[src/rtl/vu_pkg.sv]
// Shared VU-meter definitions: band geometry, level-vector packing and controller states.
// Also used by the VGA bar renderer, so the band-to-slice mapping lives here.
package vu_pkg;

  localparam int N_BANDS = 16;
  localparam int LVL_W   = 8;
  localparam int VEC_W   = N_BANDS * LVL_W;

  typedef enum logic {ACC, PUB} vu_state_e;

  // Band 0 occupies the most significant byte of the packed vector.
  function automatic logic [6:0] band_lsb(input logic [3:0] band);
    return 7'((N_BANDS - 1 - int'(band)) * LVL_W);
  endfunction

endpackage

[src/rtl/vu_band_decay.sv]
// Combinational per-band frame step: take a new peak and reload the hold,
// otherwise count the hold down, then decay toward zero without wrapping.
module vu_band_decay
  import vu_pkg::*;
#(
  parameter int unsigned DECAY       = 4,
  parameter int unsigned HOLD_FRAMES = 8
) (
  input  logic [LVL_W-1:0] acc,
  input  logic [LVL_W-1:0] held,
  input  logic [3:0]       hcnt,
  output logic [LVL_W-1:0] held_nxt,
  output logic [3:0]       hcnt_nxt
);

  localparam logic [LVL_W-1:0] DECAY_L = LVL_W'(DECAY);
  localparam logic [3:0]       HOLD_L  = 4'(HOLD_FRAMES);

  always_comb begin
    held_nxt = held;
    hcnt_nxt = hcnt;
    if (acc >= held) begin
      held_nxt = acc;
      hcnt_nxt = HOLD_L;
    end else if (hcnt != 4'd0) begin
      hcnt_nxt = hcnt - 4'd1;
    end else begin
      held_nxt = (held > DECAY_L) ? (held - DECAY_L) : '0;
    end
  end

endmodule

[src/rtl/vu_level_gen.sv]
// VU-meter level producer: per-frame peak capture, hold/decay, and a tear-free
// publish of the packed level vector once per vsync.
//   state | meaning
//   ACC   | accepting samples, tracking per-band peaks, waiting for vsync
//   PUB   | stepping one band per cycle through hold/decay into the shadow
module vu_level_gen
  import vu_pkg::*;
#(
  parameter int unsigned DECAY       = 4,
  parameter int unsigned HOLD_FRAMES = 8
) (
  input  logic             clk,
  input  logic             rst,
  input  logic             i_vs,
  input  logic             s_valid,
  output logic             s_ready,
  input  logic [3:0]       s_band,
  input  logic [LVL_W-1:0] s_level,
  output logic [VEC_W-1:0] o_data,
  output logic             o_upd,
  output logic             o_miss
);

  vu_state_e        state;
  logic             vs_q;
  logic [3:0]       idx;
  logic [LVL_W-1:0] acc  [N_BANDS];
  logic [LVL_W-1:0] held [N_BANDS];
  logic [3:0]       hcnt [N_BANDS];
  logic [VEC_W-1:0] shadow;
  logic [VEC_W-1:0] pub_vec;
  logic [LVL_W-1:0] held_nxt;
  logic [3:0]       hcnt_nxt;
  logic             frame_edge;

  assign frame_edge = vs_q & ~i_vs;

  vu_band_decay #(
    .DECAY       (DECAY),
    .HOLD_FRAMES (HOLD_FRAMES)
  ) u_decay (
    .acc      (acc[idx]),
    .held     (held[idx]),
    .hcnt     (hcnt[idx]),
    .held_nxt (held_nxt),
    .hcnt_nxt (hcnt_nxt)
  );

  // Merging the current band here lets the last band land in o_data on the same edge.
  always_comb begin
    pub_vec = shadow;
    pub_vec[band_lsb(idx) +: LVL_W] = held_nxt;
  end

  always_ff @(posedge clk or negedge rst) begin
    if (!rst) begin
      state   <= ACC;
      vs_q    <= 1'b1;
      idx     <= '0;
      shadow  <= '0;
      o_data  <= '0;
      o_upd   <= 1'b0;
      o_miss  <= 1'b0;
      s_ready <= 1'b0;
      for (int b = 0; b < N_BANDS; b++) begin
        acc[b]  <= '0;
        held[b] <= '0;
        hcnt[b] <= '0;
      end
    end else begin
      vs_q  <= i_vs;
      o_upd <= 1'b0;
      case (state)
        ACC: begin
          s_ready <= 1'b1;
          if (s_valid && s_ready && (s_level > acc[s_band])) begin
            acc[s_band] <= s_level;
          end
          if (frame_edge) begin
            state   <= PUB;
            idx     <= '0;
            s_ready <= 1'b0;
          end
        end
        PUB: begin
          held[idx] <= held_nxt;
          hcnt[idx] <= hcnt_nxt;
          acc[idx]  <= '0;
          shadow    <= pub_vec;
          if (frame_edge) begin
            o_miss <= 1'b1;
          end
          if (idx == 4'(N_BANDS - 1)) begin
            state   <= ACC;
            s_ready <= 1'b1;
            o_upd   <= 1'b1;
            o_data  <= pub_vec;
          end else begin
            idx <= idx + 4'd1;
          end
        end
        default: state <= ACC;
      endcase
    end
  end

endmodule

[config.mk]
export PLATFORM = sky130hd
export DESIGN_NAME = vu_level_gen
export DESIGN_NICKNAME = d
export VERILOG_FILES = /design/src/rtl/vu_pkg.sv /design/src/rtl/vu_band_decay.sv /design/src/rtl/vu_level_gen.sv
export SDC_FILE = /design/constraint.sdc
export NUM_CORES = 1
export LEC_CHECK = 0
export BUFFER_PORTS_ARGS = -buffer_cell sky130_fd_sc_hd__buf_4
export CAP_MARGIN = 10
export CELL_PAD_IN_SITES_DETAIL_PLACEMENT = 1
export CELL_PAD_IN_SITES_GLOBAL_PLACEMENT = 2
export CORE_UTILIZATION = 37
export CTS_BUF_LIST = sky130_fd_sc_hd__clkbuf_16
export DETAILED_ROUTE_END_ITERATION = 12
export PLACE_DENSITY_LB_ADDON = 0.05
export SYNTH_ARGS = -nofsm -noshare
export SYNTH_HDL_FRONTEND = slang
export SYNTH_SLANG_ARGS = --single-unit
export TNS_END_PERCENT = 10
[constraint.sdc]
create_clock -name clk -period 4.35 [get_ports clk]
set_clock_uncertainty 0.05 [all_clocks]
set_input_delay 0.87 -clock clk [delete_from_list [all_inputs] [get_ports clk]]
set_output_delay 0.87 -clock clk [all_outputs]
set_load 0.005 [all_outputs]
Word level (Yosys, flattened, before mapping)
Cells that the tools add are included.
- reduce and logical (&&, ||, !) cells: 8
- add/subtract/negate cells: 5
- $lt $le $gt $ge: 7
- equality and inequality tests: 5
- mux-type cells: 40
- bitwise operators: 7
- shifts and indexed selects: 2
- operators by type and width (cell ; count):
    $bwmux 128 ; 3
    $pmux 128 s2 ; 1
    $and 128x128->128 ; 1
    $mux 128 ; 1
    $not 128->128 ; 1
    $shift 8x9->128 const A ; 1
    $shiftx 8x9->128 ; 1
    $bmux 8 s4 ; 3
    $mux 8 ; 11
    $bwmux 64 ; 1
    $demux 8 s4 ; 2
    $mux 4 ; 7
    $bmux 4 s4 ; 1
    $demux 4 s4 ; 1
    $ge 5x5->1 const B ; 2
    $lt 5x1->1 const B ; 2
    $not 4->5 ; 2
    $neg 7->9 ; 1
    $ge 8x8->1 ; 1
    $gt 8x3->1 const B ; 1
    $gt 8x8->1 ; 1
    $pmux 4 s2 ; 1
    $sub 8x3->8 const B ; 1
    $mux 1 ; 6
    other kinds (12) ; 21
- logic and storage cells: 130
- output and inout bits: 131
- register bits after elaboration: 585
- input port bits: 16

Depth between registers and ports, before layout
Gate-level depths: netlist of run 1.
- depth after elaboration: 10
- gate-level depth with buffers: 19
- depth with buffers taken out: 13

Modules after synthesis
A second synthesis of run 1 with hierarchy kept.
- cells, all modules: 2199
- area total of the unflattened synthesis: 28407.2 µm²
- by module, submodules not included (module ; sequential area each (µm²) ; instances ; area an instance (µm²) ; cells an instance):
    vu_level_gen ; 14640.3 ; 1 ; 27774.1 ; 2118
    vu_band_decay ; 0.0 ; 1 ; 633.1 ; 81

Least setup slack after synthesis of run 1
No wires, ideal clock.
- kind: input port to flip-flop
- start point: in s_band[0]
- end point: reg acc[21] in the netlist's numbering
- stages on the path: 15
- slack: -0.637 ns
- data required time: 4.164 ns
- path buffers: 4
- setup time: 0.136 ns
- arrival: 4.801 ns
- cell sequence: clkbuf_1 -> buf_1 -> mux4_2 -> mux4_2 -> inv_1 -> ha_1 -> nand3_1 -> o311ai_0 -> a21o_1 -> a31o_2 -> nor3b_1 -> and2_1 -> clkbuf_1 -> clkbuf_1 -> o21ai_0
- longest elaborated chain between the ends: 8
- elaborated cells between the ends (all ways): 15
- classes of those cells: order compare (3); eq/ne (1); mux (8); bitwise (1); reduce/logical (2)
- ends and longest elaborated chain (what ; line ; RTL):
    start, declared ; vu_level_gen.sv:17 ; input logic [3:0] s_band,
    $not 4->5 (not written as such) * ; vu_level_gen.sv:76, vu_level_gen.sv:77 ;
    parallel branches: the longest is 7 deep, another holds $gt 8x8->1 ; - ;
    end signal, assigned by index ; vu_level_gen.sv:77 ; acc[s_band] <= s_level;
    end, declared ; vu_level_gen.sv:27 ; logic [LVL_W-1:0] acc [N_BANDS];
Every way passes the cells marked *. The select of a mux whose other input is x is not followed.
A chain may end at the register's enable or synchronous reset.

Final worst setup path of run 1
- start point: reg idx[0]
- end point: reg shadow[13]
- longest elaborated chain between the ends: 10
- elaborated cells between the ends (all ways): 22
- classes of those cells: add/sub (3); order compare (2); shift (2); mux (13); bitwise (1); reduce/logical (1)
- ends and longest elaborated chain (what ; line ; RTL):
    start, declared ; vu_level_gen.sv:26 ; logic [3:0] idx;
    start signal, assigned ; vu_level_gen.sv:99 ; idx <= idx + 4'd1;
    $not 4->5 (not written as such) ; vu_level_gen.sv:42, vu_level_gen.sv:43, vu_level_gen.sv:44 ;
    $bmux 8 s4 ; vu_level_gen.sv:43 ; .held (held[idx]),
    $mux 8 (not written as such) (2 in a row) ; vu_level_gen.sv:43 ;
    $sub 8x3->8 / $gt 8x3->1 (equally long branches) ; vu_band_decay.sv:28 ; held_nxt = (held > DECAY_L) ? (held - DECAY_L) : '0;
    $mux 8 ; vu_band_decay.sv:28 ;
    $mux 8 ; vu_band_decay.sv:25 ; end else if (hcnt != 4'd0) begin
    $mux 8 ; vu_band_decay.sv:22 ; if (acc >= held) begin
    $shiftx 8x9->128 ; vu_level_gen.sv:52 ; pub_vec[band_lsb(idx) +: LVL_W] = held_nxt;
    $bwmux 128 * ; vu_level_gen.sv:52 ;
    end signal, assigned ; vu_level_gen.sv:89 ; shadow <= pub_vec;
    end, declared ; vu_level_gen.sv:30 ; logic [VEC_W-1:0] shadow;
Mark *: on every way between the ends. The rest lies on a longest branch, timed or not. The select of a mux whose other input is x is not followed.

==> impl_results.md, run 1 <==
- Post-synth top flop: dfrtp_1
- Initial antenna violation count: 0
- Largest vdd supply drop: 1.11 mV
- Chip width: about 270 um
- Total Routing Usage GR: about a quarter
- Final number of setup-violating endpoints: 0
- Endpoints failing hold: 0
- Synth warnings: 0
- Worst EP required: between 4 and 5 ns
- Worst-case setup margin in the final layout: roughly 0.12 ns
- Fraction of final layout cells with drive strength greater than 1: 20.3%
- Share of power burned in combinational logic: between 40% and 50%
- Net switching power: 0.0123 W
- Max transition margin: 20.2%
- Gate count of the mapped netlist: 2492
- Standby leakage power: 15.1 nW
- Setup repair after global routing missed its margin: yes
- Most frequent cells in the layout: nand2_1, dfrtp_1, o21ai_0, buf_4, nor2_1
- Per-cell via count in the routed design: roughly 5.4
- Net Sw Frac: between 40% and 50%
- Count of TritonRoute iterations in the first routing pass: 5
- Total via count after detailed routing: 19500
- Number of levels in the clock H-tree: 3
- Max-cap viol count: 0
- Status: completed
- Final slew viol count: 0
- Sequential fraction of the synthesis area: between 50 and 60%
- Share of flip-flops with an asynchronous set or reset after synthesis: 100%
- Clock tree from TritonCTS: built
- Count of hold-fix buffers inserted at cts: 0
- Number of buffers inserted during clock tree synthesis: 69
- Setup tns final: 0 ns
- Kind of critical path: reg2reg
- Type of destination of the critical path: flop
- Power Internal: 0.0153 W
- Maximum number of pins on one net before global-route repair: 102
- Number of storage elements in the synthesis netlist: 585
- Routed wirelength normalized by instance count: 23.1 um
- Worst-skew pair later-pin latency: 0.61 ns
- Count of cell types in the netlist: 72
- Fin crit share: a little over nine tenths
- Initial core utilization: 37.6%
- Library cell used as clock root buffer: clkbuf_16
- Arrival @ worst endpoint: 4.65 ns
- Final HPWL from detailed placement: about 56000 um
- Number of flops mapped to enable cells by yosys: 0
- Sequential share of power: 30.6%
- Min Tclk post-route: approximately 4.2 ns
- Pwr dens: 883 nW/um2
- Number of DRC violations after detailed-routing iteration 0: 1235
- Register cell area after layout: 14600 um2
- Area Overhead vs Synth: 18.4%
- Worst slack after detailed placement: -0.0165 ns
- Max FO, Critical Path: 19
- Number of remaining DRC errors: 0
- Post-synth net total: 2532
- Avg Cell Area, Syn: ~11 um2
- Worst-path clk slew: ~0.06 ns
- Area used by multi-input combinational logic: ~11000 um2
- Master of the slowest instance on the critical path: mux4_2
- Global-route wire length before repair: roughly 130000 um
- Number of clock sinks: 585
- Worst-Margin Slew: 1.19 ns
- Number of nets in the layout: ~2700
- Hold WC Path Type: in2async
- Post-detailed-route count of antenna-violating nets: 0
- Top Family by Delay on Critical Path: multiplexers
- Placer's final routability congestion estimate: 0.862
- Site Rows: 97
- Count of buffers from port buffering: 146
- Remaining Overflow, GRT: 0
- Vias in the first global route: around 21000
- Core box area: 70400 um2
- Die height: 269 um
- Drt total wl: 84000 um
- Area of the mapped netlist: 26500 um2
- Clock network fraction of total power: 19.9%
- Floorplan die area: 72600 um2
- List of cells traversed by the critical path: buf_12 > buf_12 > mux4_2 > mux4_2 > ha_1 > a21o_1 > a21oi_1 > o211ai_1 > or4_1 > nand3_2 > buf_12 > o21ai_0
- Highest Clock Rate: approximately 0.24 GHz
- I/O pin total: ~150
- Maximum number of buffers from clock root to sink: 3
- Setup crit start kind: flop
- Maximum single-stage delay on the critical path: 0.59 ns
- Most frequent CP cell: buf_12
- Number of buffers and inverters on the critical path: 3
- Fill count: between 7000 and 8000
- Most common cell after layout, fill and taps aside: nand2_1
==> cells in the mapped netlist (7+ instances only) <==
cell type	instances	area share [%]
nand2_1	627	8.9
dfrtp_1	584	55
o21ai_0	308	5.8
nor2_1	196	2.8
clkbuf_1	129	1.8
mux4_2	103	8.8
nand3_1	70	1.3
o21ai_1	69	1.3
mux2i_1	64	2.4
o21ai_2	40	1.3
inv_1	31	0.44
ha_1	24	1.1
a22o_1	22	0.73
mux4_1	22	2.2
a21oi_1	19	0.36
buf_1	16	0.23
and3_1	14	0.33
a22oi_1	13	0.37
buf_2	11	0.21
a31o_2	10	0.33
a21o_1	7	0.20
buf_4	7	0.20
nor3_1	7	0.13
==> path summary, 6_finish.rpt <==
| kind | start | end | slack (ns) | depth (start not counted) |
|---|---|---|---|---|
| min | rst | o_data[44] | 0.28 | 1 |
| max reg2reg | idx[0] | shadow[13] | 0.12 | 12 |
| max | idx[0] | shadow[13] | 0.12 | 12 |
| min reg2reg | shadow[105] | o_data[105] | 0.42 | 2 |
| min in group clk | i_vs | vs_q | 0.34 | 1 |
| max in group asynchronous | rst | acc[70] | 2.96 | 2 |
==> cell families after synthesis <==
logic type	synth area share, %
multiplexers	13.5
XOR/XNOR	0.166
flip-flops	55.3
adder cells (fa/ha/maj)	1.13
AO/OA/AOI/OAI	11.6
AND/OR/NAND/NOR	14.6
buffers and inverters	3.70
==> flip-flops by register name, summed over array words and instances (netlist names), 4 cells and up <==
signal	cells
acc	128
hcnt	64
held	128
idx	4
o_data	128
shadow	128
==> stage by stage <==
stage / utilization [%] / std cells / power [W] / cell area (um2) / hold WS (ns)
after floorplan: - / 2492 / 0.0159 / 26500 / 0.389
after global placement: 41.4 / 3500 / 0.0215 / 29100 / 0.398
after detailed placement: 41.4 / 3500 / 0.0220 / 29100 / 0.407
after CTS: 44.4 / 3622 / 0.0276 / 31300 / 0.307
after global routing: 44.5 / 3626 / 0.0294 / 31300 / 0.310
final: 44.5 / 3627 / 0.0277 / 31300 / 0.279
==> area by class of cell <==
type	count	share of cell area, %
sequential	585	46.7
multi-input combinational	1693	34.9
timing repair buffer	252	7.45
clock buffer	71	5.67
tap	940	3.75
clock inverter	51	1.09
inverter	34	0.411
antenna	1	0.00798
==> worst register-to-register path, cell delays in order (launching register included) <==
cell      delay [ns]
dfrtp_4         0.46
buf_12          0.19
buf_12          0.21
mux4_2          0.58
mux4_2          0.59
ha_1            0.33
a21o_1          0.15
a21oi_1         0.21
o211ai_1        0.16
or4_1           0.54
nand3_2         0.25
buf_12          0.24
o21ai_0         0.13
==> metal layers <==
layer / global-route usage, % / routed length [um] / part of all wire [%] / vias up
met5: 0 / 0 / 0 / -
met4: 6.07 / 1920 / 2.3 / 0
met3: 3.29 / 3180 / 3.8 / 114
met2: 38.2 / 40100 / 48 / 382
met1: 33.0 / 38800 / 46 / 10100
li1: - / - / - / 8905
==> power by group through the flow <==
stage	Clock [W]	Combinational, W	Sequential [W]
detailed placement	0	0.0134	0.00857
floorplan	0	0.00781	0.00809
global placement	0	0.0130	0.00849
CTS	0.00565	0.0134	0.00849
global route	0.00585	0.0148	0.00871
finish	0.00551	0.0137	0.00848
==> what timing repair did <==
item | 4_1_cts | 5_1_grt
setup buffers | 0 | 3
setup endpoints to repair | 0 | 133
resized for setup | 0 | 8
(Power assumes the default switching activity.)
==> inputs of run 2 (changes only) <==
--- a/config.mk
+++ b/config.mk
@@ -5,6 +5,7 @@
 export SDC_FILE = /design/constraint.sdc
 export NUM_CORES = 1
 export LEC_CHECK = 0
+export ABC_CLOCK_PERIOD_IN_PS = 4350
 export BUFFER_PORTS_ARGS = -buffer_cell sky130_fd_sc_hd__buf_4
 export CAP_MARGIN = 10
 export CELL_PAD_IN_SITES_DETAIL_PLACEMENT = 1
==> constraint.sdc (replaced) <==
create_clock -name clk -period 4.35 [get_ports clk]
set_clock_uncertainty 0.05 [all_clocks]
set_input_delay 0.435 -clock clk [delete_from_list [all_inputs] [get_ports clk]]
set_output_delay 0.435 -clock clk [all_outputs]
set_load 0.005 [all_outputs]
==> run 2 against run 1 <==
Effect of this change: first-iteration DRC count rose by 4.9%; final area fell by 0.72%; critical path depth rose by 2; non-clock buffer count fell by 1; die area did not move; count of clock-buffer cells in the layout did not move; flip-flop and latch count did not move; sequential power barely moved; highest routed layer is now met5.
==> impl_results.md, run 2 (same netlist as run 1, synthesis figures left out) <==
- Number of DRC violations after detailed-routing iteration 0: 1296
- Number of nets in the layout: 2674
- Number of clock sinks: around 590
- Largest vdd supply drop: approximately 0.86 mV
- Final number of setup-violating endpoints: 0
- Max FO, Critical Path: 26
- Initial core utilization: 37.6%
- Placer's final routability congestion estimate: 0.823
- Standby leakage power: 15.0 nW
- Total via count after detailed routing: between 15000 and 20000
- Max transition margin: 32.8%
- Max-cap viol count: 0
- Per-cell via count in the routed design: 5.37
- Maximum number of pins on one net before global-route repair: about 100
- Highest Clock Rate: 0.245 GHz
- Worst-Margin Slew: 1.01 ns
- Global-route wire length before repair: 131000 um
- Worst-skew pair later-pin latency: 0.61 ns
- Final HPWL from detailed placement: between 50000 and 60000 um
- Antenna fix cells: 0
- Worst-path clk slew: 0.06 ns
- Routed wirelength normalized by instance count: 23.1 um
- Setup crit start kind: flop
- Drt total wl: 83700 um
- Vias in the first global route: around 21000
- Fraction of final layout cells with drive strength greater than 1: 19.7%
- Hold WC Path Type: in2reg
- Kind of critical path: reg2reg
- Count of TritonRoute iterations in the first routing pass: 5
- Number of buffers inserted during clock tree synthesis: 69
- Pwr dens: 861 nW/um2
- Core box area: 70400 um2
- Number of remaining DRC errors: 0
- Remaining Overflow, GRT: 0
- Count of buffers from port buffering: 146
- Total Routing Usage GR: between 20% and 30%
- Type of destination of the critical path: flop
- Cell Count, Final, Fillers Out: 3622
- Post-detailed-route count of antenna-violating nets: 0
- Fin crit share: 93.7%
- Arrival @ worst endpoint: 4.50 ns
- Most frequent cells in the layout: nand2_1, dfrtp_1, o21ai_0, buf_4, nor2_1
- Final slew viol count: 0
- Endpoints failing hold: 0
- Setup repair after global routing missed its margin: no
- Number of levels in the clock H-tree: 3
- Maximum number of buffers from clock root to sink: 3
- Setup tns final: 0 ns
- Die height: around 270 um
- Cells after DPL: 3497
- Site Rows: 97
- Clock tree from TritonCTS: built
- Min Tclk post-route: 4.08 ns
- Post-layout total power: ~0.027 W
- Worst-case setup margin in the final layout: 0.273 ns
- Worst slack after detailed placement: around 0.064 ns
- Floorplan die area: between 70000 and 80000 um2
- Status: completed
- Area Overhead vs Synth: 17.6%
- Library cell used as clock root buffer: clkbuf_16
- I/O pin total: 147
- Most common cell after layout, fill and taps aside: nand2_1
- Chip width: approximately 270 um
- Initial antenna violation count: 3
- Worst EP required: 4.77 ns
[run 2: changes by cell type in the layout (fill, tap and decap cells not counted), sizes merged]
cell,before,now
buf,251,249
bufinv,3,2
clkbuf,72,71
clkinv,32,28
clkinvlp,3,1
diode,1,0
dlygate4sd3,0,2
inv,47,51
[run 2: worst max-delay path: stages, from the launching register on]
cell	delay, ns
dfrtp_4	0.45
buf_12	0.26
buf_12	0.18
mux4_1	0.58
mux4_2	0.54
inv_1	0.13
ha_1	0.13
o21a_1	0.13
nand4_1	0.14
o211ai_1	0.26
buf_4	0.23
nor2_1	0.08
a22oi_4	0.30
nand2b_1	0.33
o21ai_0	0.14
[run 2: power breakdown]
group	switching, W	leakage, nW	internal (W)	total (W)
Sequential	0.00123	7.79	0.00726	0.00849
Clock	0.00231	1.09	0.00307	0.00538
Combinational	0.00824	6.11	0.00469	0.0129
Total	0.0118	15.0	0.0150	0.0268
[run 2: per-stage QoR]
stage          hold slack [ns]  area [um2]  util [%]
6_report                 0.132       31100      44.2
5_1_grt                  0.130       31100      44.2
4_1_cts                  0.109       31000      44.1
3_5_place_dp             0.407       29000      41.1
3_3_place_gp             0.403       29000      41.1
2_1_floorplan           0.0894       26500         -
[run 2: area by class of cell]
| class | instances | area [um2] |
|---|---|---|
| Multi-Input combinational cell | 1693 | 10900 |
| Inverter | 34 | 129 |
| Fill cell | 7687 | 39300 |
| Sequential cell | 585 | 14600 |
| Timing Repair Buffer | 251 | 2180 |
| Clock inverter | 48 | 299 |
| Tap cell | 940 | 1180 |
| Clock buffer | 71 | 1780 |
[run 2: metal layers]
layer  up-vias  GRT usage (%)  wire [um]
met5         -              0          9
met1     10100           32.4      38600
met3       115           3.67       2940
met2       333           38.7      40400
li1       8884              -          -
met4         2           6.01       1820
[run 2: what timing repair did]
item                       in CTS  in global routing
buffers inserted                0                  4
hold buffers                    2                  0
hold endpoints to repair       91                  0
gates resized for setup         0                  3
setup endpoints to repair       0                255
[run 2: final timing paths]
path | startpoint | cells after the start | to | slack, ns
hold / removal | s_level[5] | 3 | acc[5] | 0.13
max in group asynchronous | rst | 3 | o_data[96] | 2.74
min in group asynchronous | rst | 2 | shadow[27] | 0.46
hold reg to reg | shadow[40] | 2 | o_data[40] | 0.42
setup / recovery | idx[0] | 14 | shadow[9] | 0.27
setup reg to reg | idx[0] | 14 | shadow[9] | 0.27
